### src/rtl/instr_fetch_unit.sv
// Instruction fetch stage feeding IF/ID over a req/ack memory handshake; an ack forwards combinationally (0 extra cycles).
// A downstream stall parks one instruction in a hold buffer; redirects discard in-flight data.
module instr_fetch_unit #(
  parameter logic [31:0] RESET_PC = 32'h0000_0000,
  parameter int unsigned PC_STEP  = 4
) (
  input  logic        clk_i,
  input  logic        rst_n_i,
  output logic        imem_req_o,
  output logic [31:0] imem_addr_o,
  input  logic        imem_ack_i,
  input  logic [31:0] imem_data_i,
  input  logic        stall_i,
  input  logic        redirect_i,
  input  logic [31:0] redirect_pc_i,
  output logic [31:0] pc_o,
  output logic [31:0] instr_o,
  output logic        valid_o,
  output logic        flush_o
);

  typedef enum logic [1:0] {IDLE, FETCH, HOLD, DROP} state_t;

  state_t      state_q, state_d;
  logic [31:0] fetch_pc_q, fetch_pc_d;
  logic [31:0] pend_pc_q, pend_pc_d;
  logic [31:0] buf_instr_q, buf_instr_d;
  logic [31:0] buf_pc_q, buf_pc_d;

  logic [31:0] redir_pc;
  logic [31:0] pc_next;
  logic        unused_redir_lsbs;

  assign redir_pc          = {redirect_pc_i[31:2], 2'b00};
  assign pc_next           = fetch_pc_q + PC_STEP[31:0];
  assign unused_redir_lsbs = ^redirect_pc_i[1:0];

  always_ff @(posedge clk_i or negedge rst_n_i) begin
    if (!rst_n_i) begin
      state_q     <= IDLE;
      fetch_pc_q  <= RESET_PC;
      pend_pc_q   <= 32'h0;
      buf_instr_q <= 32'hFFFF_FFFF;
      buf_pc_q    <= 32'h0;
    end else begin
      state_q     <= state_d;
      fetch_pc_q  <= fetch_pc_d;
      pend_pc_q   <= pend_pc_d;
      buf_instr_q <= buf_instr_d;
      buf_pc_q    <= buf_pc_d;
    end
  end

  always_comb begin
    state_d     = state_q;
    fetch_pc_d  = fetch_pc_q;
    pend_pc_d   = pend_pc_q;
    buf_instr_d = buf_instr_q;
    buf_pc_d    = buf_pc_q;
    imem_req_o  = 1'b0;
    valid_o     = 1'b0;
    pc_o        = 32'h0;
    instr_o     = 32'hFFFF_FFFF;

    unique case (state_q)
      IDLE: begin
        state_d = FETCH;
        if (redirect_i) fetch_pc_d = redir_pc;
      end

      FETCH: begin
        imem_req_o = 1'b1;
        if (redirect_i) begin
          if (imem_ack_i) begin
            fetch_pc_d = redir_pc;
          end else begin
            // Request cannot be withdrawn: park the target until the stale ack lands.
            pend_pc_d = redir_pc;
            state_d   = DROP;
          end
        end else if (imem_ack_i) begin
          valid_o    = 1'b1;
          pc_o       = pc_next;
          instr_o    = imem_data_i;
          fetch_pc_d = pc_next;
          if (stall_i) begin
            buf_instr_d = imem_data_i;
            buf_pc_d    = pc_next;
            state_d     = HOLD;
          end
        end
      end

      HOLD: begin
        if (redirect_i) begin
          fetch_pc_d = redir_pc;
          state_d    = FETCH;
        end else begin
          valid_o = 1'b1;
          pc_o    = buf_pc_q;
          instr_o = buf_instr_q;
          if (!stall_i) state_d = FETCH;
        end
      end

      DROP: begin
        imem_req_o = 1'b1;
        if (redirect_i) pend_pc_d = redir_pc;
        if (imem_ack_i) begin
          fetch_pc_d = redirect_i ? redir_pc : pend_pc_q;
          state_d    = FETCH;
        end
      end

      default: state_d = IDLE;
    endcase
  end

  assign imem_addr_o = fetch_pc_q;
  assign flush_o     = ~valid_o;

endmodule

### config.mk
export PLATFORM = sky130hd
export DESIGN_NAME = instr_fetch_unit
export DESIGN_NICKNAME = d
export VERILOG_FILES = /design/src/rtl/instr_fetch_unit.sv
export SDC_FILE = /design/constraint.sdc
export NUM_CORES = 1
export LEC_CHECK = 0
export CAP_MARGIN = 20
export CELL_PAD_IN_SITES_DETAIL_PLACEMENT = 0
export CELL_PAD_IN_SITES_GLOBAL_PLACEMENT = 1
export CORE_AREA = 10 10 131 163
export DETAILED_ROUTE_END_ITERATION = 7
export DIE_AREA = 0 0 141 173
export HOLD_SLACK_MARGIN = 0.08
export PLACE_DENSITY_LB_ADDON = 0.1
export SLEW_MARGIN = 0
export SYNTH_ARGS = -nofsm -noshare
export SYNTH_HDL_FRONTEND = slang
export SYNTH_SLANG_ARGS = --single-unit
### constraint.sdc
create_clock -name clk_i -period 3.05 [get_ports clk_i]
set_input_delay 0.305 -clock clk_i [delete_from_list [all_inputs] [get_ports clk_i]]
set_output_delay 0.305 -clock clk_i [all_outputs]
set_load 0.02 [all_outputs]
After elaboration in Yosys (flattened, before gate mapping)
Index checks and enable logic that the tools add are counted.
{ "totals": {"register_bits": 130, "in_bits": 69, "out_inout_bits": 99, "elab_cells": 59} }
{ "classes": {"n_addsub": 1, "eq_ne": 12, "n_mux": 31, "n_bitwise": 2, "n_reduce_logical": 8} }
{ "op_table": {"columns": ["operator", "count"], "rows": [
  ["32-bit 2-to-1 mux", 14],
  ["32-bit case mux with 2 select lines", 3],
  ["32-bit case mux with 3 select lines", 1],
  ["32-bit by 3-bit adder with 32-bit output, second input constant", 1],
  ["2-bit 2-to-1 mux", 7],
  ["3-bit inequality test, second input constant", 4],
  ["2-bit inequality test, second input constant", 4],
  ["2-bit case mux with 4 select lines", 1],
  ["3-bit AND reduction", 2],
  ["5-bit AND reduction", 1],
  ["2-bit equality test, second input constant", 2],
  ["1-bit 2-to-1 mux", 4],
  ["4-bit AND reduction", 1],
  ["2-bit OR reduction", 2],
  ["2-bit by 1-bit equality test with 1-bit output, second input constant", 1],
  ["2-bit zero test", 1],
  ["2-bit by 1-bit inequality test with 1-bit output, second input constant", 1],
  ["1-bit inverter", 2],
  ["1-bit case mux with 2 select lines", 1],
  ["2-bit nonzero test", 1]
]} }

Longest topological paths before layout
{ "logic_depth": {"depth_word": 4, "depth_mapped": 10, "depth_no_buf": 7} }

Worst setup path before layout
Ideal clock, no wire load.
{ "synth_timing": {"path_type": "register to output", "start": "register fetch_pc_q[2], in the netlist imem_addr_o[2]", "end": "output pc_o[24]", "arrival_ps": 2232, "required_time_ps": 2745, "setup_slack_ps": 513, "stages_incl_launch_ff": 7, "cell_sequence": "dfrtp_1 ha_1 nand3_1 or3_4 or2_1 xnor2_1 o21ai_0"} }
{ "synth_between": {"elab_chain_cells": 4} }
{ "synth_lines": {"columns": ["item", "line_no", "rtl"], "rows": [
  ["start, declared", "25", "logic [31:0] fetch_pc_q, fetch_pc_d;"],
  ["start signal, assigned", "47", "fetch_pc_q <= fetch_pc_d;"],
  ["32-bit by 3-bit adder with 32-bit output", "35", "assign pc_next = fetch_pc_q + PC_STEP[31:0];"],
  ["32-bit 2-to-1 mux", "81", "end else if (imem_ack_i) begin"],
  ["32-bit 2-to-1 mux", "73", "if (redirect_i) begin"],
  ["32-bit case mux with 2 select lines", "65", "unique case (state_q)"],
  ["end, declared", "16", "output logic [31:0] pc_o,"]
]} }
Every way passes these cells.

Final worst setup path
{ "layout_timing": {"start": "register fetch_pc_q[2], in the netlist imem_addr_o[2]", "end": "output pc_o[17]"} }
Same word-level chain as after synthesis.

==> results.yml <==
logic_synthesis:
  yosysMostFrequentCell: "o21ai_0"
  ys_seq_area_share_pct: 45.2
  yosys-top-cells-count: "o21ai_0, dfrtp_1, nand2_1"
  async_reset_ff_share_pct: 100
  yosysWarnings: 0
  ys_ff_latch: 130
  syn_area_per_cell_um2: 9.54
  synth_top_area_share_pct: 33.7
  dominantRegCellSynth: "dfrtp_1"
  syn_nets: 837
  synth_edf_count: 0
  yosys.area.top_type: "dfrtp_1"
  synth_area_um2: 7280
  synth_cell_types: 55
  synthTopCellsByArea: "dfrtp_1, dfstp_2, mux2_2"
  netlist_instances: 763
routing:
  route.detailed.drc: 0
  dr_total_vias: 6540
  dr.pass1.iters: 5
  drt_iter0_drc: 425
  vias_per_cell: 5.60
  wl_per_cell_um: 19.8
  postRouteAntennaNets: 0
  drt_wl_total_mm: 23.1
die:
  rows: 55
  initial_utilization_pct: 40.4
  die_h_um: 173
  io_pins: 168
  chipWidth_um: 141
  design.core.area_um2: 18000
  dieArea_um2: 24400
placement:
  port_buffers: 165
  dp_hpwl_mm: 16.9
  place.gp.congestion: 0.863
  dpl_cell_area_um2: 9350
  place_inst: 1135
power:
  p_int_w: 0.00668
  max-vdd-ir-drop_v: 0.000546
  pwr-share-seq_pct: 28.9
  total_power_w: 0.0111
  power_density_nw_per_um2: 1100
  combinationalPowerShare_pct: 51.1
  power.leakage_nw: 4.19
  p_switching_w: 0.00442
  swShare_pct: 39.9
  power.share.clock_pct: 20.0
timing:
  finalHoldViolCount: 0
  relSlewSlack_pct: 56.4
  hold_ws_ps: 426
  setup_viol: 0
  skew_ps: 10.5
  tightest_slew_ps: 654
  fin_crit_sh_pct: 94.4
  fin_crit_ps: 2880
  drv_slew: 0
  fmaxAchievable_mhz: 347
layout:
  fin_area_um2: 10100
  fin_nets: 1001
  fin_cells: 1168
  final_core_util_pct: 55.9
  diodes: 0
  fillers: 1582
  drive_above_1_share_pct: 22.2
  area_growth_pct: 38.4
worst_setup_path:
  crit_path_end_kind: "output port"
  r2r-end: "imem_addr_o[23]"
  crit_path_start: "imem_addr_o[2]"
  critPathLaunchType: "flip-flop"
  cp.arrival_ps: 2570
  r2r_start: "state_q[1]"
  crit_chain: "buf_4 > nand4_1 > nor3_1 > buf_4 > nand4_1 > xnor2_1 > o21ai_0 > dlygate4sd2_1"
  r2r_cells: 9
  critical_path.max_fanout: 8
  crit_type: "flip-flop to output port"
  timing.critical_path.slowest_stage_cell: "xnor2_1"
  reg2reg_slack_ps: 530
  max_stage_delay_ps: 380
  required_ps: 2740
clocking:
  clk_pin_slew_ps: 60
  insertion_delay_ps: 430
  numCtsBuffers: 17
  post-cts-setup-buffers: 0
  clockBufferDepth: 2
  cts_max_level: 4
  cts_tree: "done"
  cts.sinks: 130
  clock-root-buffer: "clkbuf_16"
grt:
  grt_use_total_pct: 18.7
  grt_pass1_wl_mm: 36.9
  grt_max_degree: 55
  antenna_found_initial: 0
  grt_overflow_total: 0
  grt_pass1_vias: 6662
outcome:
  outcome: "finished clean"
hold_path:
  hold_path_class: "input port to asynchronous set/reset pin"
flow_run:
  cap_viol_max_count: 0
-- per-stage QoR --
stage / worst slack, ps / setup TNS [ps]
global placement: 239 / 0
floorplan: 513 / 0
finish: 172 / 0
detailed placement: 205 / 0
global route: -22.9 / -22.9
CTS: 15.0 / 0
-- registers in the layout (all words and copies together), names as in the netlist --
signal and cells:
buf_instr_q 32, buf_pc_q 32, imem_addr_o 32, pend_pc_q 32, state_q 2
-- kinds of logic (layout without fill, tap and decap cells) --
| family | after synthesis | count (layout) | share of synthesized area [%] |
|---|---|---|---|
| adders and majority gates | 5 | 5 | 0.859 |
| DFF | 130 | 130 | 45.2 |
| muxes | 75 | 75 | 11.5 |
| AOI/OAI and AO/OA | 235 | 235 | 19.9 |
| and+or+nand+nor | 206 | 206 | 14.5 |
| buffers and inverters | 85 | 262 | 4.73 |
| xor gates and xnor gates | 27 | 27 | 3.25 |
-- power groups by stage --
stage               sequential, W  combinational [W]  clock, W
finish                    0.00321            0.00567   0.00222
global route              0.00332            0.00619   0.00234
CTS                       0.00319            0.00573   0.00227
detailed placement        0.00322            0.00571         0
global placement          0.00316            0.00560         0
floorplan                 0.00331            0.00316         0
-- worst max-delay path, delay by kind of cell (launching register included) --
kind / cells / cell delay (ps)
DFF: 1 / 360
AOI/OAI and AO/OA: 1 / 130
and+or+nand+nor: 3 / 620
xor gates and xnor gates: 1 / 380
buffers and inverters: 3 / 680
-- placed cells by master, fill, tap and decap left out, types with 10 or more instances in the layout --
| cell type | n |
|---|---|
| o21ai_0 | 125 |
| a22oi_1 | 20 |
| a21oi_1 | 22 |
| nand4_1 | 13 |
| dfstp_2 | 32 |
| clkbuf_16 | 17 |
| dlygate4sd2_1 | 11 |
| nand2_1 | 77 |
| mux2_2 | 72 |
| dfrtp_1 | 95 |
| buf_4 | 38 |
| clkdlybuf4s50_1 | 143 |
| nor2_1 | 16 |
| xnor2_1 | 20 |
| nand3_1 | 47 |
| inv_1 | 23 |
| nor2b_1 | 10 |
-- layer usage --
metal | vias up | wire length (um) | GRT usage [%] | part of all wire [%]
met5 | - | 0 | 0 | 0
met4 | 0 | 573 | 7.72 | 2.5
met3 | 31 | 1180 | 4.77 | 5.1
met2 | 170 | 11700 | 32.0 | 51
met1 | 3238 | 9650 | 21.6 | 42
li1 | 3101 | - | - | -
-- area by class of cell --
| type | instances | area [um2] | share of cell area, % |
|---|---|---|---|
| flip-flops and latches | 130 | 3300 | 32.7 |
| clock buffers | 18 | 429 | 4.26 |
| multi-input cells | 548 | 3740 | 37.2 |
| clock inverters | 14 | 213 | 2.11 |
| well taps | 228 | 285 | 2.83 |
| repair buffers | 207 | 2020 | 20.1 |
| inverters | 23 | 86.3 | 0.857 |
-- how the worst max path moves through the flow --
stage / to / cells past startpoint
after floorplan: pc_o[24] / 6
after global placement: pc_o[24] / 7
after detailed placement: pc_o[24] / 7
after CTS: pc_o[29] / 6
after global routing: pc_o[12] / 8
final: pc_o[17] / 8
-- timing repair --
| item | in CTS | in global routing |
|---|---|---|
| gates resized for setup | 21 | 18 |
| endpoints found under the hold margin | 13 | 0 |
| setup endpoints to repair | 19 | 13 |
| hold buffers | 1 | 0 |
Power figures use the tool's default switching activity.
